File: src/rtl/adder_pkg.sv
// Shared definitions for the sequential chunked adder.
//   state_t       : FSM encoding (IDLE=0, RUN=1, DONE=2), 2 bits.
//   DEFAULT_WIDTH : default operand/sum width.
//   DEFAULT_CHUNK : default bits added per cycle.
//   idx_width()   : width of the chunk index for a given chunk count (minimum 1).
package adder_pkg;

    typedef enum logic [1:0] {
        IDLE = 2'd0,
        RUN  = 2'd1,
        DONE = 2'd2
    } state_t;

    localparam int unsigned DEFAULT_WIDTH = 8;
    localparam int unsigned DEFAULT_CHUNK = 2;

    function automatic int unsigned idx_width(input int unsigned n);
        return (n > 1) ? $clog2(n) : 1;
    endfunction

endpackage

File: src/rtl/chunk_adder.sv
// Combinational CHUNK-bit ripple-carry adder.
//   x, y     : CHUNK-bit addends
//   ci       : carry in
//   s        : CHUNK-bit sum
//   co       : carry out of the top bit
//   c_msb_in : carry into the top bit (XOR with co gives signed overflow)
module chunk_adder #(
    parameter int unsigned CHUNK = 2
) (
    input  logic [CHUNK-1:0] x,
    input  logic [CHUNK-1:0] y,
    input  logic             ci,
    output logic [CHUNK-1:0] s,
    output logic             co,
    output logic             c_msb_in
);

    logic [CHUNK:0] c;

    always_comb begin
        s    = '0;
        c    = '0;
        c[0] = ci;
        for (int i = 0; i < CHUNK; i++) begin
            s[i]     = x[i] ^ y[i] ^ c[i];
            c[i+1]   = (x[i] & y[i]) | (c[i] & (x[i] ^ y[i]));
        end
        co       = c[CHUNK];
        c_msb_in = c[CHUNK-1];
    end

endmodule

File: src/rtl/seq_chunk_adder.sv
// Sequential adder/subtractor that processes CHUNK bits per clock, LSB chunk first.
//   clk      : clock, rising edge
//   rst      : synchronous active-high reset
//   start    : begin an operation (only sampled in IDLE)
//   a, b     : WIDTH-bit operands
//   cin      : carry-in for add mode (ignored when sub=1)
//   sub      : 0 = a+b+cin, 1 = a-b
//   busy     : high in RUN and DONE
//   done     : one-cycle pulse, result valid
//   sum      : WIDTH-bit result, held until the next accepted start
//   carry    : unsigned carry-out (1 = no borrow when subtracting)
//   overflow : two's-complement overflow
module seq_chunk_adder
    import adder_pkg::*;
#(
    parameter int unsigned WIDTH = DEFAULT_WIDTH,
    parameter int unsigned CHUNK = DEFAULT_CHUNK
) (
    input  logic             clk,
    input  logic             rst,
    input  logic             start,
    input  logic [WIDTH-1:0] a,
    input  logic [WIDTH-1:0] b,
    input  logic             cin,
    input  logic             sub,
    output logic             busy,
    output logic             done,
    output logic [WIDTH-1:0] sum,
    output logic             carry,
    output logic             overflow
);

    localparam int unsigned N  = WIDTH / CHUNK;
    localparam int unsigned KW = idx_width(N);
    localparam int unsigned IW = $clog2(WIDTH);
    localparam logic [KW-1:0] KLast = KW'(N - 1);

    if (WIDTH < 2) begin : g_width_check
        $error("seq_chunk_adder: WIDTH must be at least 2");
    end
    if (CHUNK == 0 || (WIDTH % CHUNK) != 0) begin : g_chunk_check
        $error("seq_chunk_adder: CHUNK must divide WIDTH exactly");
    end

    state_t           state_q;
    logic [KW-1:0]    k_q;
    logic [WIDTH-1:0] a_q;
    logic [WIDTH-1:0] b_q;   // already inverted in subtract mode
    logic             c_q;   // running carry between chunks

    logic [IW-1:0]    base;
    logic [CHUNK-1:0] x_chunk;
    logic [CHUNK-1:0] y_chunk;
    logic [CHUNK-1:0] s_chunk;
    logic             co_chunk;
    logic             cmsb_chunk;

    always_comb begin
        base    = IW'(32'(k_q) * CHUNK);
        x_chunk = a_q[base +: CHUNK];
        y_chunk = b_q[base +: CHUNK];
    end

    chunk_adder #(
        .CHUNK(CHUNK)
    ) u_chunk_adder (
        .x        (x_chunk),
        .y        (y_chunk),
        .ci       (c_q),
        .s        (s_chunk),
        .co       (co_chunk),
        .c_msb_in (cmsb_chunk)
    );

    always_ff @(posedge clk) begin
        if (rst) begin
            state_q  <= IDLE;
            k_q      <= '0;
            a_q      <= '0;
            b_q      <= '0;
            c_q      <= 1'b0;
            sum      <= '0;
            carry    <= 1'b0;
            overflow <= 1'b0;
            busy     <= 1'b0;
            done     <= 1'b0;
        end else begin
            done <= 1'b0;
            unique case (state_q)
                IDLE: begin
                    if (start) begin
                        a_q      <= a;
                        // Subtraction is a + ~b + 1, so cin is forced high.
                        b_q      <= sub ? ~b : b;
                        c_q      <= sub | cin;
                        k_q      <= '0;
                        sum      <= '0;
                        carry    <= 1'b0;
                        overflow <= 1'b0;
                        busy     <= 1'b1;
                        state_q  <= RUN;
                    end
                end
                RUN: begin
                    sum[base +: CHUNK] <= s_chunk;
                    c_q                <= co_chunk;
                    if (k_q == KLast) begin
                        carry    <= co_chunk;
                        overflow <= co_chunk ^ cmsb_chunk;
                        done     <= 1'b1;
                        k_q      <= '0;
                        state_q  <= DONE;
                    end else begin
                        k_q <= k_q + 1'b1;
                    end
                end
                DONE: begin
                    busy    <= 1'b0;
                    state_q <= IDLE;
                end
                default: begin
                    busy    <= 1'b0;
                    state_q <= IDLE;
                end
            endcase
        end
    end

endmodule

File: config.mk
export PLATFORM = sky130hd
export DESIGN_NAME = seq_chunk_adder
export DESIGN_NICKNAME = d
export VERILOG_FILES = /design/src/rtl/adder_pkg.sv /design/src/rtl/chunk_adder.sv /design/src/rtl/seq_chunk_adder.sv
export SDC_FILE = /design/constraint.sdc
export NUM_CORES = 1
export LEC_CHECK = 0
export ABC_AREA = 0
export CAP_MARGIN = 10
export CELL_PAD_IN_SITES_DETAIL_PLACEMENT = 0
export CELL_PAD_IN_SITES_GLOBAL_PLACEMENT = 1
export CORE_ASPECT_RATIO = 1.1
export CORE_UTILIZATION = 38
export DETAILED_ROUTE_END_ITERATION = 6
export PLACE_DENSITY = 0.88
export SLEW_MARGIN = 20
export SYNTH_ARGS = -nofsm -noshare
export SYNTH_HDL_FRONTEND = slang
export SYNTH_SLANG_ARGS = --single-unit
File: constraint.sdc
create_clock -name clk -period 3.7 [get_ports clk]
set_clock_uncertainty 0.2 [all_clocks]
set_input_delay 0.74 -clock clk [delete_from_list [all_inputs] [get_ports clk]]
set_output_delay 0.74 -clock clk [all_outputs]
set_load 0.05 [all_outputs]
==> run metrics <==
top_reg_cell synth=dfxtp_1; vias per cell=4.869; critical path class=reg2reg; initial antenna violation count=0; highest clock rate=343.5 MHz; Synth Register Bits=33; Post-Syn Instances=169; async set or reset register ratio after synthesis=0%; layout cells sized above 1=9.045%; Power, Total=0.8168 mW; PortBufs=32; Area Overhead vs Synth=28.55%; HPWL after detailed placement=2.150 mm; FILL cells=405; final setup fails=0; Distinct cells, synth=33; Post-Syn Area per Cell=9.284 um2; RSZ-0062 raised after global routing=no; placed instance count=243; GRT Resource Usage Total=15.81%; P per Cell Area=405.0 nW/um2; vias in the first global route=1197; Critical Path Fanout Max=12; Rel. slew slack=44.77%; # rows=24; reg2reg start=k_q[0]$_SDFFE_PP0P_; largest net degree at the start of global routing=25; overall die height=69.40 um; DIE AREA=4390 um2; GRT overflow=0; final hold vios=0; Max Cap Viol=0; Final ANT Viol Nets=0; crit end category=register; Post-Route WL=3.023 mm; worst hold path type=reg2reg; Root Buffer=clkbuf_8; via count=1222; Final Util=50.88%; cts bufs inserted=5; post-synthesis sequential area ratio=42.11%; Worst EP required=3710 ps; Storage cell area=660.6 um2; Arrival @ worst endpoint=2930 ps; RR Endpoint=sum[5]$_SDFFE_PP0P_; period utilization=78.68%; drt pass-1 iters=4; H-tree levels=2; pin slew with the least headroom to its limit=825.8 ps; Net count, final=225; yosys warns=0; io pins=33; Max IR drop VDD=0.1943 mV; critical path capture point=sum[5]$_SDFFE_PP0P_; status=complete, no violations; CTS hold repair buffers=0; # diodes=0; first-pass GRT wire length=5.319 mm; Finished Layout Cells=251; CP startpoint kind=register; syn nets=196; DR DRC count=0; LEAKAGE=0.6930 nW; post-cts resize count=0; initial core utilization=39.58%; EDFF count, synth=0; CTS tree=yes; CTS Buffer Depth=2; setup TNS=0 ps; GPL Wtd Cong=0.7649; postcts setup bufs=0; Slew Viols, Final=0; total core area=3964 um2; cell area after synthesis=1569 um2; R2R Setup Slk=790 ps; Avg WL per Cell=12.04 um; area occupied by multi-input gates=817.0 um2; Iter 0 DRT Violations=35; Clk Latency, worst-skew pair=290 ps; post-layout min period=2911 ps; crit path launch=k_q[0]$_SDFFE_PP0P_; CTS sink count=33; Die Wd=63.27 um; Worst-path clk slew=70 ps; reg2reg path depth=6
power breakdown:
group / leakage (nW) / switching (mW) / total, mW / internal, mW
registers: 0.270 / 0.0170 / 0.392 / 0.375
logic: 0.369 / 0.0640 / 0.130 / 0.0657
clock network: 0.0542 / 0.128 / 0.296 / 0.168
total: 0.693 / 0.209 / 0.817 / 0.608
routing by layer:
layer  global-route usage [%]  wire (um)
met4                    9.091         56
met5                        0          0
met3                    4.112        101
met1                    17.76       1331
met2                    26.76       1533
state kept, by name, summed over array words and instances (netlist names):
| register | count |
|---|---|
| a_q | 8 |
| b_q | 8 |
| busy | 1 |
| c_q | 1 |
| carry | 1 |
| done | 1 |
| k_q | 2 |
| overflow | 1 |
| state_q | 2 |
| sum | 8 |
area by class of cell:
type | instances | area share, %
multi-input combinational | 114 | 40.51
sequential | 33 | 32.75
timing repair buffer | 34 | 16.63
clock buffer | 7 | 4.777
tap | 52 | 3.226
inverter | 10 | 1.861
clock inverter | 1 | 0.2481
layout by cell type, fill, tap and decap left out, drive strengths merged, types with 7 or more instances in the layout:
| cell type | synthesis | layout |
|---|---|---|
| o21ai | 11 | 11 |
| clkbuf | 5 | 7 |
| inv | 10 | 10 |
| clkdlybuf4s50 | 0 | 32 |
| xnor2 | 8 | 8 |
| nand2 | 18 | 18 |
| a211oi | 9 | 9 |
| a21oi | 12 | 12 |
| dfxtp | 33 | 33 |
| nor2 | 11 | 11 |
cells in the mapped netlist (all sizes together), types with 2 or more instances:
cell type  count  area [um2]
nor2b          4       25.02
nand3          3       15.01
fa             2       40.04
o21ai         11       55.05
o32ai          4       35.03
mux4           4       90.09
nand2b         3       18.77
ha             4       50.05
nand2         18       67.56
or4            3       22.52
mux2i          3       30.03
a21oi         12       60.06
xnor2          8       70.07
a211oi         9       67.56
dfxtp         33       660.6
nor3b          3       27.52
inv           10       37.54
nor2          11       41.29
clkbuf         5       18.77
buf            7       35.03
through the flow:
step           setup WS (ps)  instance area, um2  hold WS (ps)
2_1_floorplan           1012                1569         233.1
3_3_place_gp           852.8                1916         242.9
3_5_place_dp           786.6                1916         247.2
4_1_cts                764.6                2017         256.0
5_1_grt                659.0                2017         273.7
6_report               788.9                2017         257.6
cells by family (layout without fill, tap and decap cells):
kind of cell | count (synthesis) | after routing | synth area share [%]
mux | 8 | 8 | 8.373
flops | 33 | 33 | 42.11
compound gates | 39 | 39 | 15.23
simple gates | 52 | 52 | 17.70
buf+inv | 22 | 52 | 5.822
xor+xnor | 9 | 9 | 5.024
fa+ha+maj | 6 | 6 | 5.742
critical path: stages (launching register included):
cell	delay (ps)
dfxtp_1	620
mux4_2	580
fa_1	440
inv_1	90
fa_1	390
or2_2	340
o21ai_0	170
worst min-delay path by stage:
| stage | from | end | cells past startpoint |
|---|---|---|---|
| floorplan | a_q[4]$_SDFFE_PP0P_ | a_q[4]$_SDFFE_PP0P_ | 2 |
| global placement | busy$_SDFFE_PP0P_ | busy$_SDFFE_PP0P_ | 2 |
| detailed placement | a_q[1]$_SDFFE_PP0P_ | a_q[1]$_SDFFE_PP0P_ | 2 |
| CTS | a_q[1]$_SDFFE_PP0P_ | a_q[1]$_SDFFE_PP0P_ | 2 |
| global route | a_q[1]$_SDFFE_PP0P_ | a_q[1]$_SDFFE_PP0P_ | 2 |
| finish | a_q[1]$_SDFFE_PP0P_ | a_q[1]$_SDFFE_PP0P_ | 2 |
(Power assumes the default switching activity.)
